===== config.mk =====
export PLATFORM = sky130hd
export DESIGN_NAME = cmd_phy_scheduler
export DESIGN_NICKNAME = d
export VERILOG_FILES = /design/src/rtl/cmd_phy_scheduler.sv
export SDC_FILE = /design/constraint.sdc
export NUM_CORES = 1
export LEC_CHECK = 0
export BUFFER_PORTS_ARGS = -buffer_cell sky130_fd_sc_hd__buf_2
export CORE_AREA = 2 2 158 160
export CTS_BUF_LIST = sky130_fd_sc_hd__clkbuf_16
export DETAILED_ROUTE_END_ITERATION = 12
export DIE_AREA = 0 0 160 162
export HOLD_SLACK_MARGIN = 0.1
export PLACE_DENSITY = 0.71
export SLEW_MARGIN = 30
export SYNTH_ARGS = -nofsm -noshare
export SYNTH_HDL_FRONTEND = slang
export SYNTH_SLANG_ARGS = --single-unit
export TNS_END_PERCENT = 10

===== constraint.sdc =====
create_clock -name sd_clock -period 6.7 [get_ports sd_clock]
set_input_delay 0.335 -clock sd_clock [delete_from_list [all_inputs] [get_ports sd_clock]]
set_output_delay 0.335 -clock sd_clock [all_outputs]
set_load 0.02 [all_outputs]

===== src/rtl/cmd_phy_scheduler.sv =====
// cmd_phy_scheduler
//   Shares the CMD-line physical-layer controller between two requesters
//   (req0 = host register interface, req1 = data engine). Grants one
//   requester at a time with alternating priority, drives the strobe/ack
//   handshake with the physical layer, times out a missing response or ack,
//   aborts a hung exchange through phy_idle and hands the response back to
//   the granted requester.
//
// Ports
//   sd_clock, reset            CMD-domain clock, async active-high reset
//   req_valid[1:0]             per-requester request, held until req_done
//   req_cmd[2*CMD_W-1:0]       req1 frame in upper half, req0 in lower half
//   req_grant[1:0]             one-hot, requester currently served
//   req_done[1:0]              one-cycle completion pulse to the grantee
//   req_timeout                valid with req_done: no response / phy hang
//   resp_data[RESP_W-1:0]      response, valid with req_done, held until next
//   phy_command[CMD_W-1:0]     frame presented to the physical layer
//   phy_strobe / phy_ack       command request / response consumed
//   phy_idle / phy_no_resp     abort / response-timeout indication
//   phy_resp_strb, phy_ack_done, phy_response   physical-layer returns
//
// state       | meaning
// ------------+--------------------------------------------------------
// S_IDLE      | no exchange in flight, waiting for any req_valid
// S_ARB       | pick a requester, latch its frame
// S_ISSUE     | phy_strobe high for this one cycle
// S_WAIT_RESP | counting toward response timeout, then toward abort
// S_ACK       | phy_ack high for this one cycle
// S_WAIT_ACK  | waiting for the physical layer to return the ack
// S_ABORT     | phy_idle high for this one cycle, response discarded
// S_DONE      | req_done / req_timeout pulse to the grantee

module cmd_phy_scheduler #(
  parameter int CMD_W       = 40,
  parameter int RESP_W      = 136,
  parameter int TIMEOUT_CYC = 64,
  parameter int CNT_W       = 8
) (
  input  logic                 sd_clock,
  input  logic                 reset,
  input  logic [1:0]           req_valid,
  input  logic [2*CMD_W-1:0]   req_cmd,
  output logic [1:0]           req_grant,
  output logic [1:0]           req_done,
  output logic                 req_timeout,
  output logic [RESP_W-1:0]    resp_data,
  output logic [CMD_W-1:0]     phy_command,
  output logic                 phy_strobe,
  output logic                 phy_idle,
  output logic                 phy_no_resp,
  output logic                 phy_ack,
  input  logic                 phy_resp_strb,
  input  logic                 phy_ack_done,
  input  logic [RESP_W-1:0]    phy_response
);

  typedef enum logic [7:0] {
    S_IDLE      = 8'b0000_0001,
    S_ARB       = 8'b0000_0010,
    S_ISSUE     = 8'b0000_0100,
    S_WAIT_RESP = 8'b0000_1000,
    S_ACK       = 8'b0001_0000,
    S_WAIT_ACK  = 8'b0010_0000,
    S_ABORT     = 8'b0100_0000,
    S_DONE      = 8'b1000_0000
  } state_t;

  localparam logic [CNT_W-1:0] TO_LAST    = CNT_W'(TIMEOUT_CYC - 1);
  localparam logic [CNT_W-1:0] ABORT_LAST = CNT_W'(2 * TIMEOUT_CYC - 1);
  localparam logic [CNT_W-1:0] CNT_MAX    = '1;

  state_t           state;
  logic             last;
  logic             timeout_flag;
  logic [CNT_W-1:0] cnt;
  logic             pick1;

  // req1 wins when it is alone, or when both ask and req0 was served last.
  assign pick1 = req_valid[1] & (~req_valid[0] | ~last);

  always_ff @(posedge sd_clock or posedge reset) begin
    if (reset) begin
      state        <= S_IDLE;
      last         <= 1'b1;
      timeout_flag <= 1'b0;
      cnt          <= '0;
      req_grant    <= '0;
      req_done     <= '0;
      req_timeout  <= 1'b0;
      resp_data    <= '0;
      phy_command  <= '0;
      phy_strobe   <= 1'b0;
      phy_idle     <= 1'b0;
      phy_no_resp  <= 1'b0;
      phy_ack      <= 1'b0;
    end else begin
      // Every pulse output defaults low so each is high for one cycle only.
      phy_strobe  <= 1'b0;
      phy_idle    <= 1'b0;
      phy_no_resp <= 1'b0;
      phy_ack     <= 1'b0;
      req_done    <= '0;
      req_timeout <= 1'b0;
      case (state)
        S_IDLE: begin
          if (|req_valid) state <= S_ARB;
        end
        S_ARB: begin
          if (|req_valid) begin
            req_grant    <= pick1 ? 2'b10 : 2'b01;
            last         <= pick1;
            phy_command  <= pick1 ? req_cmd[2*CMD_W-1:CMD_W] : req_cmd[CMD_W-1:0];
            timeout_flag <= 1'b0;
            phy_strobe   <= 1'b1;
            state        <= S_ISSUE;
          end else begin
            state <= S_IDLE;
          end
        end
        S_ISSUE: begin
          cnt   <= '0;
          state <= S_WAIT_RESP;
        end
        S_WAIT_RESP: begin
          if (cnt != CNT_MAX) cnt <= cnt + CNT_W'(1);
          // A late response is still accepted; the flag raised at the
          // first timeout is kept so the requester sees it was late.
          if (phy_resp_strb) begin
            resp_data <= phy_response;
            phy_ack   <= 1'b1;
            state     <= S_ACK;
          end else if (cnt == ABORT_LAST) begin
            phy_idle     <= 1'b1;
            timeout_flag <= 1'b1;
            resp_data    <= '0;
            state        <= S_ABORT;
          end else if (cnt == TO_LAST) begin
            phy_no_resp  <= 1'b1;
            timeout_flag <= 1'b1;
          end
        end
        S_ACK: begin
          cnt   <= '0;
          state <= S_WAIT_ACK;
        end
        S_WAIT_ACK: begin
          if (cnt != CNT_MAX) cnt <= cnt + CNT_W'(1);
          if (phy_ack_done) begin
            req_done    <= req_grant;
            req_timeout <= timeout_flag;
            state       <= S_DONE;
          end else if (cnt == TO_LAST) begin
            phy_idle     <= 1'b1;
            timeout_flag <= 1'b1;
            resp_data    <= '0;
            state        <= S_ABORT;
          end
        end
        S_ABORT: begin
          req_done    <= req_grant;
          req_timeout <= 1'b1;
          state       <= S_DONE;
        end
        S_DONE: begin
          req_grant <= '0;
          state     <= S_IDLE;
        end
        default: state <= S_IDLE;
      endcase
    end
  end

endmodule

# ---- Word level (Yosys, flattened, before mapping)
# Cells that the tools add are included.
# W data, S select, Z words.
dict set report op_classes {
  multipliers 0
  n_bitwise 4
  addsub 1
  n_lt_le_gt_ge 0
  muxes 40
  n_reduce_logical 13
  shift 0
  n_eq_ne 19
  div_mod_pow 0
}
# op count
set op_table {}
lappend op_table {{$mux W136} 4}
lappend op_table {{$pmux W136 S2} 1}
lappend op_table {{$pmux W8 S7} 1}
lappend op_table {{$mux W8} 6}
lappend op_table {{$mux W40} 1}
lappend op_table {{$mux W1} 17}
lappend op_table {{$eq A8 B6 Y1 const B} 2}
lappend op_table {{$eq A8 B7 Y1 const B} 2}
lappend op_table {{$pmux W8 S2} 1}
lappend op_table {{$ne A2 B2 Y1 const B} 5}
lappend op_table {{$add A8 B1 Y8 const B} 1}
lappend op_table {{$eq A8 B1 Y1 const B} 1}
lappend op_table {{$eq A8 B2 Y1 const B} 1}
lappend op_table {{$eq A8 B3 Y1 const B} 1}
lappend op_table {{$eq A8 B4 Y1 const B} 1}
lappend op_table {{$eq A8 B5 Y1 const B} 1}
lappend op_table {{$eq A8 B8 Y1 const B} 1}
lappend op_table {{$ne A8 B8 Y1 const B} 1}
lappend op_table {{$pmux W2 S2} 2}
lappend op_table {{$reduce_and A4 Y1} 2}
lappend op_table {{$mux W2} 3}
lappend op_table {{$ne A3 B3 Y1 const B} 2}
lappend op_table {{$reduce_and A2 Y1} 3}
lappend op_table {{$reduce_bool A2 Y1} 3}
lappend op_table {{10 further kinds} 14}
dict set report word_totals {
  ram_bits 0
  word_cells 90
  output_inout_bits 185
  mem_count 0
  in_bits 222
  romBits 0
  latch_bits 0
  register_bits 203
}

# ---- Logic depth before layout (Yosys ltp)
# Gate-level depths: netlist (run 1).
dict set report logic_depth {
  depth_word 6
  ltp_mapped 10
  ltp_nobuf 6
}

# ---- Worst setup path after synthesis (run 1)
# Ideal clock, no wire load.
dict set report synth_path {
  path_kind {reg-to-reg}
  start {register cnt[0]}
  end {register resp_data[0]}
  path_slack_ps 4775
  n_path_buf 4
  stages_incl_launch_ff 11
  setup_ps 119
  arrival_ps 1806
  required_time_ps 6581
  period_less_slack_ps 1925
  path_cell_list {dfrtp_1 > ha_1 > nand3_2 > or3_1 > clkbuf_2 > nor3b_2 > a21o_1 > buf_6 > buf_12 > buf_12 > o21ai_2}
}
dict set report synth_between {
  elab_chain_len 3
  word_cells_on_any_way 5
  cone_classes {eq/ne (4); reduce/logical (1)}
}
# element line_no
set synth_rtl {}
lappend synth_rtl {{from (decl)} 75} ;# logic [CNT_W-1:0] cnt;
lappend synth_rtl {{from (signal assigned)} 125} ;# if (cnt != CNT_MAX) cnt <= cnt + CNT_W'(1);
lappend synth_rtl {{from (signal assigned)} 147} ;# if (cnt != CNT_MAX) cnt <= cnt + CNT_W'(1);
lappend synth_rtl {{$eq A8 B7 Y1 / $eq A8 B6 Y1 (equally long branches)} {132, 152}}
lappend synth_rtl {{$ne A3 B3 Y1 (no source line) / $ne A2 B2 Y1 (equally long branches)} -}
lappend synth_rtl {{$reduce_and A4 Y1 (no source line) (*)} -}
lappend synth_rtl {{to (signal assigned)} 129} ;# resp_data <= phy_response;
lappend synth_rtl {{to (decl)} 46} ;# output logic [RESP_W-1:0] resp_data,
# Every way passes the cells marked *; elsewhere a longest branch is shown, timed or not.
# A chain may end at the register's enable or synchronous reset.

# ---- Worst setup path in the final report (run 1)
dict set report layout_path {
  start {register state[1]}
  end {register resp_data[48]}
}
dict set report layout_between {
  elab_chain_len 3
  word_cells_on_any_way 8
  cone_classes {eq/ne (5); mux (1); reduce/logical (2)}
}
# element line_no
set layout_rtl {}
lappend layout_rtl {{from (decl)} 72} ;# state_t state;
lappend layout_rtl {{from (signal assigned)} 83} ;# state <= S_IDLE;
lappend layout_rtl {{from (signal assigned)} 106} ;# if (|req_valid) state <= S_ARB;
lappend layout_rtl {{from (signal assigned)} 115} ;# state <= S_ISSUE;
lappend layout_rtl {{$eq A8 B4 Y1 / $eq A8 B6 Y1 (equally long branches)} 104} ;# case (state)
lappend layout_rtl {{$ne A3 B3 Y1 (no source line), or another cell as far along} -}
lappend layout_rtl {{$reduce_and A4 Y1 (no source line)} -}
# Several ways; a longest one is shown, not always the timed one.

==> results.sh, run 1 <==
export IMPL_crit_type="flop to flop"
export IMPL_dp_hpwl_mm=18.1
export IMPL_max_freq_ghz=0.261
export IMPL_clk_pin_slew_ns=0.06
export IMPL_maxCapViolCount=0
export IMPL_fillers=2083
export IMPL_place_gp_congestion=0.825
export IMPL_ant_nets=0
export IMPL_clock_latency_ns=0.51
export IMPL_synth_seq_area_share_pct=55.9
export IMPL_hp_class="input pin to flop"
export IMPL_drt_wl_total_mm=29.2
export IMPL_firstDrtPassIters=5
export IMPL_final_period_utilization_pct=57.1
export IMPL_cts_resized=0
export IMPL_fp_dieH_um=162
export IMPL_final_hold_viol_count=0
export IMPL_antenna_found_initial=1
export IMPL_syn_nets=1142
export IMPL_routedWlPerCell_um=16.9
export IMPL_clockRootBuffer="clkbuf_16"
export IMPL_drive_gt1_share_pct=35.1
export IMPL_cts_buffers=23
export IMPL_cts_max_path_buffers=3
export IMPL_synth_ff_type="dfrtp_1"
export IMPL_dpl_cell_count=1578
export IMPL_avgSynthCellArea_um2=9.89
export IMPL_vias=8708
export IMPL_cts_tree="done"
export IMPL_ir_drop_mv=0.196
export IMPL_fp_coreArea_um2=24100
export IMPL_post_layout_nonfiller_instances=1726
export IMPL_synth_area_top_cells="dfrtp_1 55%, nand4_1 9.5%, o21ai_0 7.7%, inv_1 5.9%, mux2i_1 4.4%"
export IMPL_worst_slew_pin_slew_ns=0.983
export IMPL_viasPerCell=5.05
export IMPL_required_ns=7.05
export IMPL_start_util_pct=37.7
export IMPL_stdcell_area_um2=13000
export IMPL_maxSlewHeadroom_pct=34.5
export IMPL_synth_edf_count=0
export IMPL_port_buffer_count=406
export IMPL_dieArea_um2=25900
export IMPL_critPathCaptureType="flop"
export IMPL_netlist_area_um2=9090
export IMPL_nNetsFinal=1613
export IMPL_rsz0062_at_grt="false"
export IMPL_cts_setup_buffers=0
export IMPL_cts_sinks=203
export IMPL_synthTopCellsByCount="201 x dfrtp_1, 142 x inv_1, 139 x o21ai_0, 138 x nand4_1, 51 x nand2_1"
export IMPL_place_area_um2=11200
export IMPL_cp_max_fo=87
export IMPL_slew_violations=0
export IMPL_grt_usage_pct=21.4
export IMPL_finalPower_mw=5.41
export IMPL_synth_top_area_share_pct=55.3
export IMPL_dieWidth_um=160
export IMPL_drtIter0Drc=864
export IMPL_grt_pass1_vias=8635
export IMPL_synth_warning_count=0
export IMPL_synth_top_area_cell="dfrtp_1"
export IMPL_synthToLayoutAreaGrowth_pct=42.7
export IMPL_outcome="finished, final reports clean"
export IMPL_tns_ns=0
export IMPL_p_leak_nw=6.57
export IMPL_grt_max_degree=129
export IMPL_finalSetupViolations=0
export IMPL_layout_setup_ws_ns=2.87
export IMPL_period_needed_ns=3.83
export IMPL_diodes=0
export IMPL_synth_most_common_cell="dfrtp_1"
export IMPL_power_density_nw_per_um2=417
export IMPL_drc_errors=0
export IMPL_crit_arrival_ns=4.18
export IMPL_fin_util_pct=53.8
export IMPL_top_level_ports=407
export IMPL_synth_seq_cells=203
export IMPL_cts_htree_levels=1
export IMPL_crit_path_start_kind="flop"
export IMPL_finClkSkew_ns=0.0191
export IMPL_postSynthCellCount=919
export IMPL_fin_hold_ws_ns=0.112
export IMPL_placementRows=57
export IMPL_synthArstFlopShare_pct=100
export IMPL_overflow=0
export IMPL_pre_cts_slack_ns=2.92
export IMPL_grt_pass1_wl_mm=45.6
export IMPL_yosys_cell_types_count=46
[power by group]
part	switching [mW]	leakage, nW	internal [mW]
registers	0.308	2.49	1.78
logic	1.45	3.75	0.776
clock network	0.487	0.327	0.616
[what timing repair did]
item / CTS / global route
hold buffers: 111 / 0
hold endpoints to repair: 235 / 0
setup endpoints to repair: 0 / 0
[cell type report]
type                    count  area (um2)  share of cell area, %
clock inverters            14        63.8                  0.492
multi-input cells         495        3090                   23.8
repair buffers            525        3210                   24.7
well taps                 324         405                   3.13
clock buffers              23         576                   4.44
inverters                 142         546                   4.21
flip-flops and latches    203        5080                   39.2
[state kept, by name, summed over array words and instances (netlist names)]
signal	count
req_grant	2
phy_no_resp	1
last	1
state	8
phy_idle	1
phy_ack	1
phy_command	40
resp_data	136
req_done	2
timeout_flag	1
phy_strobe	1
req_timeout	1
cnt	8
[placed cells by master (no fill, tap or decap), types with 16 or more instances in the layout]
master | synthesis | final
buf_2 | 20 | 405
dfrtp_1 | 201 | 201
inv_1 | 142 | 145
o21ai_0 | 139 | 139
nand4_1 | 138 | 138
dlygate4sd3_1 | 0 | 111
nand2_1 | 51 | 51
o21ai_2 | 40 | 40
mux2i_1 | 40 | 40
clkbuf_16 | 0 | 23
nor2_1 | 17 | 16
[worst paths after layout]
check                            startpoint         endpoint  slack [ns]  cells after the start
max                                state[1]    resp_data[48]        2.87                      6
min                        phy_response[76]    resp_data[76]        0.11                      3
max reg2reg                        state[1]    resp_data[48]        2.87                      6
min reg2reg                 phy_command[21]  phy_command[21]        0.47                      2
max in group asynchronous             reset   resp_data[134]        5.04                      4
min in group asynchronous             reset  phy_command[33]        0.43                      3
[critical path, cell delays in order (launching register included)]
cell and delay [ns]:
dfrtp_1 0.44, nor4_2 0.45, nand3_4 0.67, nor2_1 0.43, a21o_4 0.82, buf_4 0.62
o21ai_0 0.21
[kinds of logic after synthesis]
kind of cell / Yosys count / synth area share [%]
mux: 40 / 4.40
xor+xnor: 2 / 0.193
buf+inv: 221 / 10.5
simple gates: 244 / 15.3
flops: 203 / 55.9
compound gates: 208 / 13.6
fa+ha+maj: 1 / 0.138
[per-layer routing]
| layer | vias to the layer above | track usage (%) | part of all wire (%) |
|---|---|---|---|
| met5 | - | 0 | 0 |
| met4 | 0 | 7.90 | 3.8 |
| met3 | 72 | 4.49 | 7.2 |
| met2 | 425 | 37.0 | 50 |
| met1 | 4112 | 26.7 | 39 |
| li1 | 4099 | - | - |
No activity file was read; power rests on OpenSTA's default activity.
==> run 2, diff against run 1 <==
- PLACE_DENSITY: 0.71 -> 0.74
- clock period: 6.7 -> 3.19 ns (I/O delays scaled with it)
==> run 2 against run 1 <==
  * Total power is 120% higher
  * Clock-buffer cell count stayed put
  * Critical endpoint is now resp_data[57]
  * First-iteration DRC count is 31% higher
  * Clock skew is 0.0033 ns lower
  * Clock power is 130% higher
  * Wire length is 12% higher
==> results.sh, run 2 (synthesis gave the netlist of run 1 again) <==
export IMPL_hp_class="input pin to flop"
export IMPL_rsz0062_at_grt="false"
export IMPL_cts_buffers=23
export IMPL_grt_pass1_vias=9907
export IMPL_cts_htree_levels=1
export IMPL_p_leak_nw=7.08
export IMPL_rr_endpoint="resp_data[57]"
export IMPL_critPathCaptureType="flop"
export IMPL_drtIter0Drc=1133
export IMPL_cp_max_fo=47
export IMPL_cts_resized=0
export IMPL_clockRootBuffer="clkbuf_16"
export IMPL_power_density_nw_per_um2=835
export IMPL_crit_type="flop to flop"
export IMPL_crit_arrival_ns=3.02
export IMPL_grt_max_degree=144
export IMPL_register_area_um2=5080
export IMPL_maxSlewHeadroom_pct=44.2
export IMPL_drt_wl_total_mm=32.6
export IMPL_synthToLayoutAreaGrowth_pct=56.2
export IMPL_grt_usage_pct=24.5
export IMPL_top_usage_layer="met2"
export IMPL_hp_start="phy_resp_strb"
export IMPL_firstDrtPassIters=5
export IMPL_clock_latency_ns=0.50
export IMPL_cts_max_path_buffers=3
export IMPL_largest_reg_flops=136
export IMPL_antenna_found_initial=1
export IMPL_place_gp_congestion=0.901
export IMPL_top_level_ports=407
export IMPL_max_freq_ghz=0.374
export IMPL_fp_dieH_um=162
export IMPL_cts_tree="done"
export IMPL_required_ns=3.54
export IMPL_routedWlPerCell_um=17.7
export IMPL_drive_gt1_share_pct=32.7
export IMPL_reg2reg_slack_ns=0.52
export IMPL_crit_path_start_kind="flop"
export IMPL_dp_hpwl_mm=18.0
export IMPL_drc_errors=0
export IMPL_dieWidth_um=160
export IMPL_finClkSkew_ns=0.0158
export IMPL_r2r_start="state[4]"
export IMPL_placementRows=57
export IMPL_dieArea_um2=25900
export IMPL_tns_ns=0
export IMPL_outcome="finished, final reports clean"
export IMPL_port_buffer_count=406
export IMPL_period_needed_ns=2.67
export IMPL_place_area_um2=11300
export IMPL_grt_pass1_wl_mm=51.7
export IMPL_vias=9603
export IMPL_ir_drop_mv=0.420
export IMPL_multi_input_area_um2=3090
export IMPL_final_cell_mix="405 x buf_2, 221 x dlygate4sd3_1, 201 x dfrtp_1"
export IMPL_cts_sinks=203
export IMPL_top_register="resp_data"
export IMPL_nNetsFinal=1725
export IMPL_r2r_cells=6
export IMPL_clk_pin_slew_ns=0.06
export IMPL_grtUsageMet2_pct=42.4
export IMPL_hold_path_end="resp_data[99]"
export IMPL_finalSetupViolations=0
export IMPL_stdcell_area_um2=14200
export IMPL_fillers=1875
export IMPL_final_period_utilization_pct=83.7
export IMPL_worst_slew_pin_slew_ns=0.837
export IMPL_viasPerCell=5.22
export IMPL_met1_usage_pct=29.3
export IMPL_reg_largest_list="resp_data x136, phy_command x40"
export IMPL_start_util_pct=37.7
export IMPL_overflow=0
export IMPL_holdPathStages=3
export IMPL_slew_violations=0
export IMPL_gr_usage_met3_pct=4.75
export IMPL_final_common_cell="buf_2"
export IMPL_fp_coreArea_um2=24100
export IMPL_maxCapViolCount=0
export IMPL_final_hold_viol_count=0
export IMPL_ant_nets=0
[run 2: routing by layer]
layer	wire (um)	part of all wire (%)
met4	1680	5.1
met3	2300	7.1
met1	12500	38
met2	16100	49
met5	0	0
[run 2: area by class of cell]
cell class | count | area share (%)
Clock buffer | 23 | 4.05
Antenna cell | 1 | 0.0176
Multi-Input combinational cell | 495 | 21.8
Clock inverter | 16 | 0.846
Tap cell | 324 | 2.86
Sequential cell | 203 | 35.8
Inverter | 142 | 3.78
Timing Repair Buffer | 637 | 30.9
[run 2: stage by stage]
stage | hold slack, ns | setup slack, ns | utilization (%) | power (mW) | cells
2_1_floorplan | 0.292 | 0.402 | - | 7.13 | 919
3_3_place_gp | 0.117 | 0.694 | 46.8 | 8.81 | 1580
3_5_place_dp | 0.119 | 0.564 | 46.8 | 8.93 | 1580
4_1_cts | 0.117 | 0.583 | 58.9 | 11.7 | 1840
5_1_grt | 0.152 | 0.304 | 58.9 | 12.5 | 1841
6_report | 0.148 | 0.520 | 58.9 | 11.9 | 1841
[run 2: critical path, stage by stage (launching register included)]
cell and delay, ns:
dfrtp_1 0.46, nor4_4 0.37, nand3_1 0.41, nor2_4 0.28, a21o_4 0.39, buf_4 0.41, o21ai_0 0.18
[run 2: worst max path at each step]
| stage | startpoint | to | slack, ns |
|---|---|---|---|
| final | state[4] | resp_data[57] | 0.52 |
| after floorplan | reset | cnt[0] | 0.40 |
| after global routing | state[4] | resp_data[64] | 0.30 |
| after detailed placement | state[4] | resp_data[80] | 0.56 |
| after CTS | state[4] | resp_data[66] | 0.58 |
| after global placement | state[4] | resp_data[80] | 0.69 |
[run 2: power by group]
group          switching (mW)  internal, mW
logic                    3.17          1.78
registers               0.674          3.74
clock network            1.03          1.46
[run 2: timing repair]
action | CTS | global route
hold buffers | 221 | 0
setup endpoints to repair | 0 | 0
endpoints found under the hold margin | 385 | 0
setup buffers | 0 | 0
==> run 3, diff against run 2 <==
- PLACE_DENSITY: 0.74 -> 0.71
- clock period: 3.19 -> 2.6 ns (I/O delays scaled with it)
==> run 3 against run 2 <==
  * First-iteration DRC count shrank 7.7%
  * Combinational power grew 23%
  * Flip-flop and latch count unchanged
  * Worst hold slack worse by 0.028 ns
  * Critical path type unchanged
  * Critical endpoint is now phy_command[39]
  * Sequential share of layout area fell by 0.075 points
==> results.sh, run 3 (synthesis gave the netlist of run 1 again) <==
export IMPL_fp_coreArea_um2=24100
export IMPL_cts_max_path_buffers=3
export IMPL_pwr_share_comb_pct=42.2
export IMPL_cts_tree="done"
export IMPL_power_share_switching_pct=41.1
export IMPL_routedWlPerCell_um=17.7
export IMPL_worst_slew_pin_slew_ns=0.889
export IMPL_outcome="finished, final reports clean"
export IMPL_reg_largest_list="resp_data x136, phy_command x40"
export IMPL_r2r_cells=6
export IMPL_clock_latency_ns=0.50
export IMPL_grt_usage_pct=24.6
export IMPL_power_share_sequential_pct=37.6
export IMPL_drive_gt1_share_pct=32.7
export IMPL_crit_buf_inv=2
export IMPL_drtIter0Drc=1046
export IMPL_diodes=0
export IMPL_maxCapViolCount=0
export IMPL_slew_violations=0
export IMPL_top_register="resp_data"
export IMPL_period_needed_ns=2.47
export IMPL_dpl_cell_count=1582
export IMPL_required_ns=3.03
export IMPL_critPathTopFamily="buffers and inverters"
export IMPL_cp_slowest_cell="dlygate4sd3_1"
export IMPL_cpPeakStageDelay_ns=0.58
export IMPL_final_hold_viol_count=0
export IMPL_clk_pin_slew_ns=0.06
export IMPL_cts_buffers=23
export IMPL_grt_pass1_vias=9935
export IMPL_cts_setup_buffers=0
export IMPL_largest_reg_flops=136
export IMPL_placementRows=57
export IMPL_final_period_utilization_pct=94.8
export IMPL_maxSlewHeadroom_pct=40.7
export IMPL_top_level_ports=407
export IMPL_ir_drop_mv=0.592
export IMPL_holdPathStages=4
export IMPL_grt_pass1_wl_mm=52.4
export IMPL_fp_dieH_um=162
export IMPL_rr_endpoint="phy_command[39]"
export IMPL_switching_power_mw=5.92
export IMPL_hold_path_end="state[3]"
export IMPL_crit_arrival_ns=2.90
export IMPL_power_density_nw_per_um2=1010
export IMPL_reg2reg_slack_ns=0.13
export IMPL_finalPower_mw=14.4
export IMPL_hp_start="phy_resp_strb"
export IMPL_crit_type="flop to flop"
export IMPL_start_util_pct=37.7
export IMPL_drt_wl_total_mm=32.6
export IMPL_dp_hpwl_mm=18.1
export IMPL_rsz0062_at_grt="false"
export IMPL_crit_path_start_kind="flop"
export IMPL_overflow=0
export IMPL_drc_errors=0
export IMPL_clockRootBuffer="clkbuf_16"
export IMPL_crit_chain="nor4_4, and3_4, nand3_1, dlygate4sd3_1, nand2_1, dlygate4sd3_1"
export IMPL_grt_max_degree=141
export IMPL_max_freq_ghz=0.406
export IMPL_firstDrtPassIters=5
export IMPL_post_layout_nonfiller_instances=1842
export IMPL_p_leak_nw=7.09
export IMPL_final_common_cell="buf_2"
export IMPL_tns_ns=0
export IMPL_cts_sinks=203
export IMPL_dieWidth_um=160
export IMPL_synthToLayoutAreaGrowth_pct=56.5
export IMPL_finClkSkew_ns=0.00776
export IMPL_final_cell_mix="405 x buf_2, 222 x dlygate4sd3_1, 201 x dfrtp_1"
export IMPL_cp_max_fo=6
export IMPL_power_internal_mw=8.47
export IMPL_crit_top_cell="dlygate4sd3_1"
export IMPL_hp_class="input pin to flop"
export IMPL_vias=9542
export IMPL_nNetsFinal=1728
export IMPL_critPathCaptureType="flop"
export IMPL_port_buffer_count=406
export IMPL_finalSetupViolations=0
export IMPL_dieArea_um2=25900
export IMPL_viasPerCell=5.18
export IMPL_antenna_found_initial=0
export IMPL_ant_nets=0
export IMPL_place_gp_congestion=0.831
export IMPL_fillers=1896
export IMPL_clkPwrFrac_pct=20.3
export IMPL_cts_htree_levels=1
export IMPL_r2r_start="state[4]"
==> run 3: cell types whose count changed in the layout (fill, tap and decap cells not counted), sizes merged <==
| cell | delta |
|---|---|
| buf | +2 |
| clkinv | -1 |
| diode | -1 |
| inv | +2 |
| clkinvlp | -1 |
| bufinv | -1 |
| dlygate4sd3 | +1 |
==> run 3: power groups by stage <==
| stage | Combinational [mW] | Clock (mW) | Sequential (mW) |
|---|---|---|---|
| floorplan | 1.68 | 0 | 7.06 |
| global placement | 5.49 | 0 | 5.34 |
| detailed placement | 5.60 | 0 | 5.37 |
| CTS | 5.95 | 2.99 | 5.35 |
| global route | 6.53 | 3.12 | 5.58 |
| finish | 6.07 | 2.92 | 5.40 |
==> run 3: layout make-up <==
class / count / area (um2) / area share (%)
multi-input cells: 495 / 3100 / 21.8
inverters: 142 / 537 / 3.77
repair buffers: 640 / 4450 / 31.3
flip-flops and latches: 203 / 5080 / 35.7
well taps: 324 / 405 / 2.85
clock buffers: 23 / 576 / 4.05
clock inverters: 15 / 85.1 / 0.598
==> run 3: worst reg2reg max path: stages (launching register included) <==
cell and delay, ns:
dfrtp_1 0.46, nor4_4 0.39, and3_4 0.29, nand3_1 0.08, dlygate4sd3_1 0.58, nand2_1 0.06, dlygate4sd3_1 0.54
==> run 3: worst max path at each step <==
stage,from,to,depth (start not counted),slack [ns]
floorplan,reset,cnt[0],1,-0.16
global placement,cnt[0],resp_data[40],7,0.44
detailed placement,cnt[0],resp_data[125],7,0.41
CTS,state[4],phy_command[39],6,0.09
global route,state[4],phy_command[39],6,0.02
finish,state[4],phy_command[39],6,0.13
==> run 3: timing repair <==
item,in CTS,in global routing
endpoints found under the setup margin,0,1
endpoints found under the hold margin,391,0
resized for setup,0,2
hold buffers,222,0
==> run 3: layer usage <==
| layer | wire (um) | GRT usage [%] |
|---|---|---|
| met1 | 12600 | 29.8 |
| met2 | 16100 | 42.7 |
| met3 | 2350 | 5.18 |
| met4 | 1460 | 10.4 |
| met5 | 0 | 0 |
==> run 3: per-stage QoR <==
stage / instance area, um2 / utilization (%) / setup WS (ns) / hold slack, ns
3_5_place_dp: 11300 / 47.0 / 0.411 / 0.310
2_1_floorplan: 9090 / - / -0.159 / 0.263
4_1_cts: 14200 / 59.0 / 0.0948 / 0.103
6_report: 14200 / 59.0 / 0.134 / 0.120
5_1_grt: 14200 / 59.0 / 0.0187 / 0.167
3_3_place_gp: 11300 / 47.0 / 0.436 / 0.316
